--- src/rtl/vid_pkg.sv ---
// vid_pkg: shared BT.656 constants, XY bit layout and TRS FSM state encodings
package vid_pkg;
    localparam logic [7:0] TRS_FF = 8'hFF;
    localparam logic [7:0] TRS_00 = 8'h00;
    localparam int XY_ONE = 7;
    localparam int XY_F = 6;
    localparam int XY_V = 5;
    localparam int XY_H = 4;
    typedef enum logic [1:0] {ST_DATA, ST_FF, ST_Z1, ST_Z2} trs_st_t;
    // protection nibble {P3,P2,P1,P0} for a given F/V/H
    function automatic logic [3:0] xy_par(input logic f, input logic v, input logic h);
        return {v ^ h, f ^ h, f ^ v, f ^ v ^ h};
    endfunction
endpackage

--- src/rtl/vid_bt656_xy_chk.sv ---
// vid_bt656_xy_chk: XY protection check; VID_BT656_ECC_EN adds single-bit correction of b6..b0
module vid_bt656_xy_chk
    import vid_pkg::*;
(
    input  logic [7:0] xy,
    output logic       valid,
    output logic       corr,
    output logic       f,
    output logic       v,
    output logic       h
);
    logic [3:0] syn;
    assign syn = xy[3:0] ^ xy_par(xy[XY_F], xy[XY_V], xy[XY_H]);
`ifdef VID_BT656_ECC_EN
    logic fix_f, fix_v, fix_h, fix_p;
    assign fix_f = syn == 4'b0111;
    assign fix_v = syn == 4'b1011;
    assign fix_h = syn == 4'b1101;
    assign fix_p = $onehot(syn);
    assign corr = xy[XY_ONE] & (fix_f | fix_v | fix_h | fix_p);
    assign valid = xy[XY_ONE] & ((syn == 4'b0000) | corr);
    assign f = xy[XY_F] ^ fix_f;
    assign v = xy[XY_V] ^ fix_v;
    assign h = xy[XY_H] ^ fix_h;
`else
    assign corr = 1'b0;
    assign valid = xy[XY_ONE] & (syn == 4'b0000);
    assign f = xy[XY_F];
    assign v = xy[XY_V];
    assign h = xy[XY_H];
`endif
endmodule

--- src/rtl/vid_bt656_dec.sv ---
// vid_bt656_dec: BT.656 decoder -- TRS search, active-video extraction, line sanity and lock status
// Optional single-bit XY correction when VID_BT656_ECC_EN is defined.
module vid_bt656_dec
    import vid_pkg::*;
#(
    parameter int H_BYTES = 1440,
    parameter int LOCK_LINES = 4,
    parameter int ERR_W = 16
) (
    input  logic             vid_clk,
    input  logic             vid_rst_n,
    input  logic [7:0]       in_data,
    input  logic             in_err,
    output logic [7:0]       out_data,
    output logic             out_valid,
    output logic             out_sol,
    output logic             out_sof,
    output logic             out_field,
    output logic             stat_lock,
    output logic [ERR_W-1:0] stat_err_cnt,
    input  logic             stat_clr
);
    localparam int GW = $clog2(LOCK_LINES + 1);
    localparam logic [GW-1:0] GOOD_MAX = GW'(LOCK_LINES);
    trs_st_t state, state_nxt;
    logic xy_stb, xy_ok, xy_corr, xy_f, xy_v, xy_h;
    logic active, sol_pend, sof_pend, prev_v;
    logic [11:0] bcnt;
    logic [GW-1:0] good, good_nxt;
    logic is_ff, data_byte, line_end, good_line, len_err, xy_bad, full_err, err_evt, sav_act;

    vid_bt656_xy_chk u_xy (
        .xy(in_data),
        .valid(xy_ok),
        .corr(xy_corr),
        .f(xy_f),
        .v(xy_v),
        .h(xy_h)
    );

    always_ff @(posedge vid_clk or negedge vid_rst_n)
        if (!vid_rst_n) state <= ST_DATA;
        else state <= state_nxt;

    always_comb
        state_nxt = (state == ST_Z2) ? ST_DATA :
                    is_ff ? ST_FF :
                    (in_data != TRS_00) ? ST_DATA :
                    (state == ST_FF) ? ST_Z1 :
                    (state == ST_Z1) ? ST_Z2 : ST_DATA;

    always_comb
        xy_stb = state == ST_Z2;

    always_comb begin
        is_ff = in_data == TRS_FF;
        data_byte = active & ~is_ff;
        line_end = active & is_ff;
        good_line = line_end & (bcnt == 12'(H_BYTES));
        len_err = line_end & ~good_line;
        xy_bad = xy_stb & ~xy_ok;
        full_err = xy_bad | len_err | in_err;
        err_evt = full_err | (xy_stb & xy_corr);
        sav_act = xy_stb & xy_ok & ~xy_h & ~xy_v;
        good_nxt = full_err ? '0 : (good_line && good != GOOD_MAX) ? good + GW'(1) : good;
    end

    // a line opens only on a valid V=0 SAV and closes on the first FF that follows
    always_ff @(posedge vid_clk or negedge vid_rst_n)
        if (!vid_rst_n) begin
            active <= 1'b0;
            bcnt <= '0;
            sol_pend <= 1'b0;
            sof_pend <= 1'b0;
            prev_v <= 1'b1;
            good <= '0;
            out_data <= '0;
            out_valid <= 1'b0;
            out_sol <= 1'b0;
            out_sof <= 1'b0;
            out_field <= 1'b0;
            stat_lock <= 1'b0;
            stat_err_cnt <= '0;
        end else begin
            active <= sav_act ? 1'b1 : line_end ? 1'b0 : active;
            bcnt <= sav_act ? '0 : (data_byte && bcnt != '1) ? bcnt + 12'd1 : bcnt;
            sol_pend <= sav_act ? 1'b1 : data_byte ? 1'b0 : sol_pend;
            sof_pend <= sav_act ? prev_v : data_byte ? 1'b0 : sof_pend;
            prev_v <= (xy_stb && xy_ok) ? xy_v : prev_v;
            good <= good_nxt;
            out_data <= data_byte ? in_data : '0;
            out_valid <= data_byte;
            out_sol <= data_byte & sol_pend;
            out_sof <= data_byte & sof_pend;
            out_field <= sav_act ? xy_f : out_field;
            stat_lock <= good_nxt == GOOD_MAX;
            stat_err_cnt <= stat_clr ? '0 : (err_evt && stat_err_cnt != '1) ? stat_err_cnt + ERR_W'(1) : stat_err_cnt;
        end
endmodule
--- config.mk ---
export PLATFORM = sky130hd
export DESIGN_NAME = vid_bt656_dec
export DESIGN_NICKNAME = d
export VERILOG_FILES = /design/src/rtl/vid_pkg.sv /design/src/rtl/vid_bt656_xy_chk.sv /design/src/rtl/vid_bt656_dec.sv
export SDC_FILE = /design/constraint.sdc
export NUM_CORES = 1
export LEC_CHECK = 0
export ABC_CLOCK_PERIOD_IN_PS = 2000
export CORE_AREA = 2 2 77 79
export DETAILED_ROUTE_END_ITERATION = 16
export DIE_AREA = 0 0 79 81
export PLACE_DENSITY_LB_ADDON = 0.05
export RECOVER_POWER = 50
export SLEW_MARGIN = 5
export SYNTH_ARGS = -nofsm -noshare
export SYNTH_HDL_FRONTEND = slang
export SYNTH_SLANG_ARGS = --single-unit
export TNS_END_PERCENT = 50
--- constraint.sdc ---
create_clock -name vid_clk -period 2 [get_ports vid_clk]
set_input_delay 0.6 -clock vid_clk [delete_from_list [all_inputs] [get_ports vid_clk]]
set_output_delay 0.6 -clock vid_clk [all_outputs]
set_load 0.02 [all_outputs]
==> flow_metrics.env <==
export IMPL_first_global_vias=2164
export IMPL_tightest_slew_ps=1237
export IMPL_ys_flop_type="dfrtp_1"
export IMPL_diodes=0
export IMPL_final_cell_mix="dfrtp_1 (48), buf_4 (37), nor2_1 (31), clkdlybuf4s50_1 (21)"
export IMPL_synth_async_reset_ratio_pct=100.0
export IMPL_finalCritPeriodShare_pct=99.86
export IMPL_gp_congestion=0.8209
export IMPL_die_y_um=81
export IMPL_vias_per_cell=5.180
export IMPL_dr_pass1_iters=6
export IMPL_ir_drop_uv=352.6
export IMPL_internal_power_uw=1341
export IMPL_ys_warn_count=0
export IMPL_io_pins=41
export IMPL_p_leak_uw=0.001826
export IMPL_clk_latency_ps=310
export IMPL_antenna_found_initial=0
export IMPL_hold_viol_final=0
export IMPL_clkPwrFrac_pct=32.6
export IMPL_ctsLongestPathBuffers=2
export IMPL_ant_nets=0
export IMPL_synthTopCellsByArea="dfrtp_1 (47%), xnor2_1 (5.8%), nor2_1 (4.6%), ha_1 (4.4%), nand3_1 (3.1%)"
export IMPL_drive_above_1_share_pct=27.87
export IMPL_outcome="finished, final reports clean"
export IMPL_p_sw_uw=431.5
export IMPL_grt_max_degree=51
export IMPL_root_buffer="clkbuf_8"
export IMPL_swShare_pct=24.34
export IMPL_cp_start_kind="input port"
export IMPL_cts_htree_levels=2
export IMPL_critPathRequiredTime_ps=2190
export IMPL_arrival_ps=2190
export IMPL_initial_core_util_pct=45.52
export IMPL_hpwl_um=4294
export IMPL_drc=0
export IMPL_area_growth_synth_to_final_pct=43.44
export IMPL_core_area_um2=5675
export IMPL_fin_skew_ps=9.669
export IMPL_drt_total_wl_um=6062
export IMPL_synth_edff_count=0
export IMPL_wire_per_inst_um=14.33
export IMPL_hold_buffers=0
export IMPL_yosysTopAreaCell="dfrtp_1"
export IMPL_grt_usage_pct=20.32
export IMPL_slew_viol_final=0
export IMPL_mappedNetlistArea_um2=2584
export IMPL_hold_class="reg -> reg"
export IMPL_die_w_um=79
export IMPL_synth_seq_area_share_pct=48.47
export IMPL_port_buffers=40
export IMPL_cts_made_buffers=5
export IMPL_report_final_setup_viol=0
export IMPL_fmax_mhz=500.7
export IMPL_clk_pin_slew_ps=90
export IMPL_layout_nets=368
export IMPL_drv_cap=0
export IMPL_tritoncts="built"
export IMPL_fp_dieArea_um2=6399
export IMPL_final_cells=423
export IMPL_grt_overflow=0
export IMPL_yosys_area_top_type_share_pct=47.46
export IMPL_core_rowCount=28
export IMPL_layout_cells_most_common="dfrtp_1"
export IMPL_pwr_share_seq_pct=57.4
export IMPL_ys_seq_elements=50
export IMPL_vias=2191
export IMPL_post_route_min_period_ps=1997
export IMPL_share_comb_of_total_power_pct=10.0
export IMPL_power_density_nw_per_um2=478.3
export IMPL_drtIter0Drc=75
export IMPL_synth_nets=283
export IMPL_cp_end_kind="flop"
export IMPL_final_core_util_pct=65.30
export IMPL_cts_sinks=50
export IMPL_dp_cells=408
export IMPL_cp_max_fo=4
export IMPL_criticalPathCategory="in -> reg"
export IMPL_ys_types=44
export IMPL_rsz0062_at_grt="true"
export IMPL_avgSynthCellArea_um2=9.862
export IMPL_postSynthCellCount=262
export IMPL_maxSlewHeadroom_pct=17.54
export IMPL_grt_pass1_wl_um=10070
==> final cells by class <==
type,instances,area [um2]
repair buffers,86,769.5
well taps,75,93.84
multi-input cells,188,1429
clock inverters,2,10.01
clock buffers,6,72.57
flip-flops and latches,50,1254
fillers,489,1969
inverters,16,77.57
==> flip-flops by register name, summed over array words and instances, names as in the netlist, 2 cells and up <==
register      flops
stat_err_cnt     16
bcnt             12
out_data          8
good              3
state             2
==> synth_stat cells, types with 2 or more instances <==
| cell type | n |
|---|---|
| nand4_1 | 8 |
| dfrtp_1 | 49 |
| or3_1 | 5 |
| mux2i_1 | 3 |
| nand2_1 | 12 |
| a21oi_1 | 12 |
| inv_1 | 16 |
| nor2b_1 | 3 |
| nor4_1 | 5 |
| a311oi_1 | 4 |
| a41o_1 | 4 |
| buf_2 | 3 |
| nor2_1 | 32 |
| and2_1 | 9 |
| ha_1 | 9 |
| xnor2_1 | 17 |
| and4_1 | 4 |
| and3_1 | 5 |
| o21ai_0 | 8 |
| clkbuf_1 | 4 |
| nand3_1 | 16 |
| a21o_1 | 2 |
| mux2_2 | 3 |
| and2_2 | 2 |
| xor2_1 | 2 |
| a31o_2 | 2 |
| nor3_1 | 6 |
==> path summary, 6_finish.rpt <==
check,start,to,slack [ps],cells after the start
max,in_data[4],stat_err_cnt[9]$_DFFE_PN0P_,3,10
min,sol_pend$_DFFE_PN0P_,sol_pend$_DFFE_PN0P_,470,1
max reg2reg,bcnt[6]$_DFFE_PN0P_,stat_err_cnt[9]$_DFFE_PN0P_,30,8
min reg2reg,sol_pend$_DFFE_PN0P_,sol_pend$_DFFE_PN0P_,470,1
max in group asynchronous,vid_rst_n,stat_err_cnt[0]$_DFFE_PN0P_,570,2
min in group asynchronous,vid_rst_n,stat_err_cnt[11]$_DFFE_PN0P_,620,2
==> metal layers <==
layer  wire (um)  global-route usage [%]
met1        2722                   26.09
met3         182                   4.000
met2        3095                   35.42
met5           0                       0
met4          62                   5.172
==> what timing repair did <==
| action | in CTS | in global routing |
|---|---|---|
| setup endpoints to repair | 51 | 32 |
| gates cloned | 1 | 0 |
| pin swaps | 9 | 3 |
| gates resized for setup | 42 | 25 |
| buffers inserted | 7 | 0 |
==> critical path, stage by stage <==
cell      delay, ps
buf_8            80
clkinv_4         50
ha_4            230
xnor2_2         120
o211a_1         130
a31o_4          250
a21boi_4        180
buf_12          130
nand4_1         120
mux2_2          300
==> per-stage QoR <==
stage / TNS [ps] / setup slack [ps] / instance area (um2) / hold WS, ps / power [uW]
final: 0 / 2.732 / 3706 / 474.5 / 1773
after global routing: -90.61 / -35.99 / 3706 / 495.5 / 1853
after CTS: -212.5 / -94.66 / 3727 / 267.1 / 1801
after detailed placement: -29710 / -796.6 / 3442 / 457.8 / 1207
after global placement: -29310 / -790.6 / 3442 / 452.3 / 1207
after floorplan: -196.5 / -39.21 / 2674 / 304.4 / 1105
==> logic make-up after synthesis <==
| group | count (synthesis) | synth area share [%] |
|---|---|---|
| AOI/OAI and AO/OA | 40 | 11.19 |
| xor gates and xnor gates | 19 | 6.441 |
| adders and majority gates | 9 | 4.358 |
| buffers and inverters | 24 | 3.777 |
| DFF | 50 | 48.47 |
| muxes | 6 | 2.470 |
| and+or+nand+nor | 114 | 23.29 |
==> power by group through the flow <==
stage          registers [uW]  clock network, uW  logic [uW]
2_1_floorplan            1050                  0        59.9
3_3_place_gp             1040                  0         170
3_5_place_dp             1040                  0         170
4_1_cts                  1020                597         186
5_1_grt                  1020                639         195
6_report                 1020                577         178
Power figures use the tool's default switching activity.
